[src/rtl/pipe_stall_ctrl_pkg.sv]
// Shared types and constants for the pipeline stall/bubble sequencer.
package pipe_stall_ctrl_pkg;

  typedef enum logic {
    ST_RUN      = 1'b0,
    ST_DIV_BUSY = 1'b1
  } state_e;

  localparam int unsigned DIV_LAT_DFLT = 32;
  localparam int unsigned CNT_W_DFLT   = 6;
  localparam int unsigned INSTR_W      = 32;

  // Instruction word loaded into IF/ID or ID/EXE on flush/bubble (sll $0,$0,0)
  localparam logic [INSTR_W-1:0] NOP_INSTR = 32'h0000_0000;

  typedef struct packed {
    logic pc_we;
    logic if_id_we;
    logic if_id_flush;
    logic id_exe_bubble;
  } pipe_ctrl_t;

endpackage

[src/rtl/pipe_busy_counter.sv]
// Load/decrement counter with zero flag for multi-cycle unit occupancy.
module pipe_busy_counter #(
  parameter int unsigned CNT_W = 6
) (
  input  logic             clk,
  input  logic             rst_n,
  input  logic             load_i,
  input  logic [CNT_W-1:0] load_val_i,
  input  logic             dec_i,
  output logic             zero_o
);

  logic [CNT_W-1:0] cnt_q;
  logic [CNT_W-1:0] cnt_d;

  // Load wins over decrement; decrement saturates at zero
  always_comb begin
    cnt_d = cnt_q;
    if (load_i) begin
      cnt_d = load_val_i;
    end else if (dec_i && (cnt_q != '0)) begin
      cnt_d = cnt_q - CNT_W'(1);
    end
  end

  always_ff @(posedge clk) begin
    if (!rst_n) begin
      cnt_q <= '0;
    end else begin
      cnt_q <= cnt_d;
    end
  end

  assign zero_o = (cnt_q == '0);

endmodule

[src/rtl/pipe_stall_ctrl.sv]
// Stall/bubble sequencer for the 5-stage pipeline with divider occupancy tracking.
// Define STALL_PERF_EN to build the stall-cycle performance counter.
module pipe_stall_ctrl
  import pipe_stall_ctrl_pkg::*;
#(
  parameter int unsigned DIV_LAT = DIV_LAT_DFLT,
  parameter int unsigned CNT_W   = CNT_W_DFLT
) (
  input  logic        clk,
  input  logic        rst_n,
  input  logic        id_lw_conf,
  input  logic        id_is_div,
  input  logic        id_uses_hilo,
  input  logic        div_done,
  input  logic        flush_all,
  output logic        pc_we,
  output logic        if_id_we,
  output logic        if_id_flush,
  output logic        id_exe_bubble,
  output logic        div_start,
  output logic        mdu_busy,
  output logic [31:0] stall_cycles
);

  state_e     state_q;
  state_e     state_d;
  logic       busy_c;
  logic       hz_c;
  logic       start_c;
  logic       cnt_zero;
  pipe_ctrl_t ctrl_c;

  assign busy_c  = (state_q == ST_DIV_BUSY);
  assign hz_c    = id_lw_conf | (busy_c & (id_is_div | id_uses_hilo));
  assign start_c = ~busy_c & id_is_div & ~hz_c & ~flush_all;

  always_ff @(posedge clk) begin
    if (!rst_n) begin
      state_q <= ST_RUN;
    end else begin
      state_q <= state_d;
    end
  end

  // Next state plus combinational pipeline controls
  always_comb begin
    state_d   = state_q;
    ctrl_c    = '{pc_we: 1'b1, if_id_we: 1'b1, if_id_flush: 1'b0, id_exe_bubble: 1'b0};
    div_start = 1'b0;
    mdu_busy  = 1'b0;

    case (state_q)
      ST_RUN: begin
        if (start_c) state_d = ST_DIV_BUSY;
      end
      ST_DIV_BUSY: begin
        if (cnt_zero || div_done) state_d = ST_RUN;
      end
      default: state_d = ST_RUN;
    endcase

    if (hz_c) begin
      ctrl_c.pc_we         = 1'b0;
      ctrl_c.if_id_we      = 1'b0;
      ctrl_c.id_exe_bubble = 1'b1;
    end
    // Redirect kills both registers and lets fetch proceed regardless of hazards
    if (flush_all) begin
      ctrl_c = '{pc_we: 1'b1, if_id_we: 1'b1, if_id_flush: 1'b1, id_exe_bubble: 1'b1};
    end
    div_start = start_c;
    mdu_busy  = busy_c;

    if (!rst_n) begin
      ctrl_c    = '{pc_we: 1'b0, if_id_we: 1'b0, if_id_flush: 1'b1, id_exe_bubble: 1'b1};
      div_start = 1'b0;
      mdu_busy  = 1'b0;
    end
  end

  assign pc_we         = ctrl_c.pc_we;
  assign if_id_we      = ctrl_c.if_id_we;
  assign if_id_flush   = ctrl_c.if_id_flush;
  assign id_exe_bubble = ctrl_c.id_exe_bubble;

  // Counter holds remaining busy cycles minus one; zero marks the last busy cycle
  pipe_busy_counter #(
    .CNT_W (CNT_W)
  ) u_div_cnt (
    .clk        (clk),
    .rst_n      (rst_n),
    .load_i     (start_c),
    .load_val_i (CNT_W'(DIV_LAT - 1)),
    .dec_i      (busy_c),
    .zero_o     (cnt_zero)
  );

`ifdef STALL_PERF_EN
  logic [31:0] stall_cnt_q;

  always_ff @(posedge clk) begin
    if (!rst_n) begin
      stall_cnt_q <= '0;
    end else if (hz_c && !flush_all) begin
      stall_cnt_q <= stall_cnt_q + 32'd1;
    end
  end

  assign stall_cycles = stall_cnt_q;
`else
  assign stall_cycles = '0;
`endif

endmodule

[config.mk]
export PLATFORM = sky130hd
export DESIGN_NAME = pipe_stall_ctrl
export DESIGN_NICKNAME = d
export VERILOG_FILES = /design/src/rtl/pipe_stall_ctrl_pkg.sv /design/src/rtl/pipe_busy_counter.sv /design/src/rtl/pipe_stall_ctrl.sv
export SDC_FILE = /design/constraint.sdc
export NUM_CORES = 1
export LEC_CHECK = 0
export CAP_MARGIN = 30
export CORE_ASPECT_RATIO = 1.75
export CORE_MARGIN = 2
export CORE_UTILIZATION = 30
export DETAILED_ROUTE_END_ITERATION = 16
export MAX_ROUTING_LAYER = met4
export PLACE_DENSITY = 0.8
export REMOVE_ABC_BUFFERS = 1
export SLEW_MARGIN = 25
export SYNTH_ARGS = -nofsm -noshare
export SYNTH_HDL_FRONTEND = slang
export SYNTH_SLANG_ARGS = --single-unit
[constraint.sdc]
create_clock -name clk -period 1.55 [get_ports clk]
set_input_delay 0.3875 -clock clk [delete_from_list [all_inputs] [get_ports clk]]
set_output_delay 0.3875 -clock clk [all_outputs]
set_load 0.05 [all_outputs]
### Word level (Yosys, flattened, before mapping)

Cells that the tools add are included.

* add/sub/neg operators: 1
* multiplexer cells: 11
* bitwise logic cells: 10
* reductions and logical operators: 6

Operators with widths (number)
* 5-bit 2-to-1 mux: 2
* 4-bit 2-to-1 mux: 2
* 6-bit zero test: 1
* 6-bit nonzero test: 1
* 6-bit by 1-bit subtractor with 6-bit output, second input constant: 1
* 1-bit 2-to-1 mux: 5
* 1-bit AND: 4
* 1-bit inverter: 4
* 2-bit 2-to-1 mux: 1
* 1-bit bitwise OR: 2
* 1-bit case mux with 2 select lines: 1
* 2-bit nonzero test: 1
* 2-bit OR reduction: 1
* 1-bit logical AND: 1
* 1-bit logical OR: 1

* register bits after elaboration: 7
* input bits: 7
* output and inout bits: 38
* logic and storage cells: 31

### Depth between registers and ports, before layout

* depth after elaboration: 8
* gate-level depth with buffers: 6
* gate-level depth less buffers: 5

### By module

A second synthesis with hierarchy kept.

* cells, all modules: 88
* area, all modules: 745.7 µm²

By module, submodules not included
* pipe_busy_counter: times used 1, cells an instance 42, area an instance 374.1 µm², sequential area each 120.1 µm²
* pipe_stall_ctrl: times used 1, cells an instance 46, area an instance 371.6 µm², sequential area each 20.0 µm²

### Worst setup path before layout

Ideal clock, no wire load.

* kind: input port to output port
* start: input port flush_all
* end: output port id_exe_bubble
* arrival time: 1446 ps
* required time: 1162 ps
* slack: -284 ps
* cell stages on the path: 2
* buffers on the path: 0
* cells stage by stage: nand2b_1 -> or3_1

* cells in the longest elaborated chain, start to end: 2

RTL lines
* from (decl): line pipe_stall_ctrl.sv:15 `input logic flush_all,`
* 4-bit 2-to-1 mux: line pipe_stall_ctrl.sv:68 `if (flush_all) begin`
* 4-bit 2-to-1 mux: line pipe_stall_ctrl.sv:74 `if (!rst_n) begin`
* to (decl): line pipe_stall_ctrl.sv:19 `output logic id_exe_bubble,`

No other way between the ends.

### Worst setup path in the final report

* start: register state_q, in the netlist busy_c
* end: output port id_exe_bubble

* cells in the longest elaborated chain, start to end: 5

RTL lines
* from (decl): line pipe_stall_ctrl.sv:25 `state_e state_q;`
* from (signal assigned): line pipe_stall_ctrl.sv:41 `state_q <= state_d;`
* 1-bit AND: line pipe_stall_ctrl.sv:34 `assign hz_c = id_lw_conf | (busy_c & (id_is_div | id_uses_hilo));`
* 1-bit bitwise OR: line pipe_stall_ctrl.sv:34
* 1-bit 2-to-1 mux: line pipe_stall_ctrl.sv:62 `if (hz_c) begin`
* 4-bit 2-to-1 mux: line pipe_stall_ctrl.sv:68
* 4-bit 2-to-1 mux: line pipe_stall_ctrl.sv:74

No other way between the ends.

==> impl_metrics.json <==
{
  "rsz0062_at_grt": "yes",
  "drt-vias-per-instance": 4.132,
  "synthAdderAreaFrac_pct": 3.656,
  "dieArea_um2": 2694,
  "status": "finished, violations left",
  "grtUsageTotal_pct": 11.15,
  "clock_skew_ns": 0.006590,
  "cts_num_sinks": 7,
  "fin_nets": 115,
  "drcViolationCount": 0,
  "period_needed_ns": 1.609,
  "cp.required_ns": 1.16,
  "core-area_um2": 2120,
  "yosysSeqAreaShare_pct": 20.48,
  "synth_top_area_share_pct": 36.20,
  "die_y_um": 67.19,
  "netlist_area_um2": 684.4,
  "drive_gt1_share_pct": 42.86,
  "final_max_slew_viol_count": 0,
  "cts_tree": "done",
  "final-hold-violation-count": 0,
  "synth_xor_xnor_area_share_pct": 0,
  "start_util_pct": 32.29,
  "overflow": 0,
  "io_pins": 45,
  "avgSynthCellArea_um2": 8.449,
  "p_total_w": 0.0007473,
  "antenna_found_initial": 0,
  "area_growth_pct": 34.00,
  "setup_viol": 4,
  "synth_edf_count": 0,
  "wl_um": 1361,
  "hp-class": "in2reg",
  "vdd_drop_max_mv": 0.4737,
  "cap_violations": 0,
  "start_kind": "flop",
  "synth_cells": 81,
  "synth-compound-area-share_pct": 14.44,
  "portBuffers": 12,
  "first_iter_violations": 17,
  "dr.pass1.iters": 4,
  "crit_type": "reg2out",
  "finalInstanceArea_um2": 917.1,
  "synth_mux_area_share_pct": 3.108,
  "cts_buffers": 3,
  "yosys_warnings": 0,
  "clock_latency_ns": 0.27,
  "violations": "setup timing",
  "h-tree-depth": 1,
  "die_w_um": 40.11,
  "synth_area_leaders": "buf_4 36%, dfxtp_1 20%, a211oi_1 4.4%, ha_1 3.7%, nor4b_4 3.5%",
  "preCtsSetupSlack_ns": -0.4481,
  "via_count": 533,
  "avgRoutedWirePerCell_um": 10.55,
  "ys_ff_latch": 7,
  "max_freq_mhz": 621.6,
  "synth_cell_types": 29,
  "diodes": 0,
  "synth_simple_gate_area_share_pct": 17.92,
  "path_clk_slew_ns": 0.05,
  "finalCritPeriodShare_pct": 103.8,
  "postSynth.asyncResetShare_pct": 0,
  "synth_flop_cell": "dfxtp_1",
  "placed_cell_area_um2": 830.8,
  "endpoint_kind": "primary output",
  "cp_max_fo": 3,
  "grt_pass1_vias": 480,
  "grt_max_degree": 8,
  "synth_top_family_by_area": "buffers and inverters",
  "p_leak_nw": 0.4466,
  "ant_nets": 0,
  "rows": 22,
  "grt_pass1_wl_um": 1932,
  "cts.path.max_buffers": 2,
  "cp.arrival_ns": 1.22,
  "cts-root-buf": "clkbuf_4",
  "synth_area_leader_cell": "buf_4",
  "powerDensity_nw_per_um2": 814.8,
  "fin_ws_ns": -0.05885,
  "gp_congestion": 0.8466,
  "hold_buffers": 0,
  "dpl.hpwl_um": 1074
}
-- cell families after synthesis --
group / after synthesis
adder cells (fa/ha/maj): 2
multiplexers: 2
flip-flops: 7
other: 1
AO/OA/AOI/OAI: 13
AND/OR/NAND/NOR: 17
buffers and inverters: 39
-- Yosys cell counts (all sizes together) (2+ instances only) --
library cell / n
a211oi: 5
o21a: 2
a21oi: 2
nand2b: 2
inv: 4
o21ai: 2
dfxtp: 7
ha: 2
nor2: 3
nor4b: 2
nand2: 2
buf: 35
-- layout by cell type (no fill, tap or decap), types with 2 or more instances in the layout --
master / synthesis / layout
a211oi_1: 4 / 3
a211oi_2: 1 / 2
a21oi_1: 2 / 2
buf_12: 0 / 5
buf_2: 2 / 3
buf_4: 33 / 12
clkbuf_4: 0 / 3
conb_1: 1 / 32
dfxtp_1: 7 / 4
dfxtp_2: 0 / 2
inv_2: 0 / 3
nand2_1: 2 / 2
nor2_1: 3 / 3
-- per-stage QoR --
step                      cells  hold slack [ns]  setup TNS [ns]  util, %
after floorplan              77           0.4634         -0.7705        -
after global placement      125           0.5309          -2.418    39.20
after detailed placement    125           0.5505          -2.737    39.20
after CTS                   129           0.5440         -0.2596    41.79
after global routing        129           0.5570         -0.4752    43.27
final                       129           0.5133         -0.1727    43.27
-- report_power, final --
part	total (W)	internal (W)	leakage (nW)	switching [W]
logic	0.000366	0.000101	0.373	0.000266
registers	0.000203	0.000192	0.0588	0.0000113
clock network	0.000178	0.0000990	0.0150	0.0000791
total	0.000747	0.000391	0.447	0.000356
-- area by class of cell --
| cell class | instances | area, um^2 |
|---|---|---|
| inverter | 4 | 15.01 |
| fill | 213 | 1202 |
| sequential | 7 | 146.4 |
| tap | 24 | 30.03 |
| clock buffer | 4 | 26.28 |
| multi-input combinational | 66 | 454.2 |
| timing repair buffer | 24 | 245.2 |
-- worst paths after layout --
kind              depth (start not counted)  slack (ns)          startpoint            endpoint
setup / recovery                          3       -0.06              busy_c       id_exe_bubble
setup reg to reg                          5        0.03  u_div_cnt.cnt_q[0]  u_div_cnt.cnt_q[5]
hold / removal                            4        0.51           flush_all              busy_c
hold reg to reg                           2        0.57  u_div_cnt.cnt_q[4]  u_div_cnt.cnt_q[4]
-- sequential cells by signal (all words and copies together) (netlist names) --
signal / count
busy_c: 1
u_div_cnt.cnt_q: 6
-- layer usage --
layer,up-vias,track usage (%),wire [um]
met1,247,7.520,412
met3,2,1.974,93
li1,255,-,-
met5,-,-,0
met2,29,21.98,842
met4,0,7.759,13
-- worst max-delay path, cell delays in order (launching register included) --
cell and delay [ns]:
dfxtp_4 0.35, o21a_1 0.11, or3_4 0.34, buf_8 0.16
-- what timing repair did --
| item | 4_1_cts | 5_1_grt |
|---|---|---|
| endpoints found under the setup margin | 11 | 9 |
| pin swaps | 7 | 4 |
| gates resized for setup | 27 | 11 |
| setup buffers | 1 | 0 |
| endpoints found under the hold margin | 0 | 0 |
Note: power is estimated with default switching activity, not from simulation.
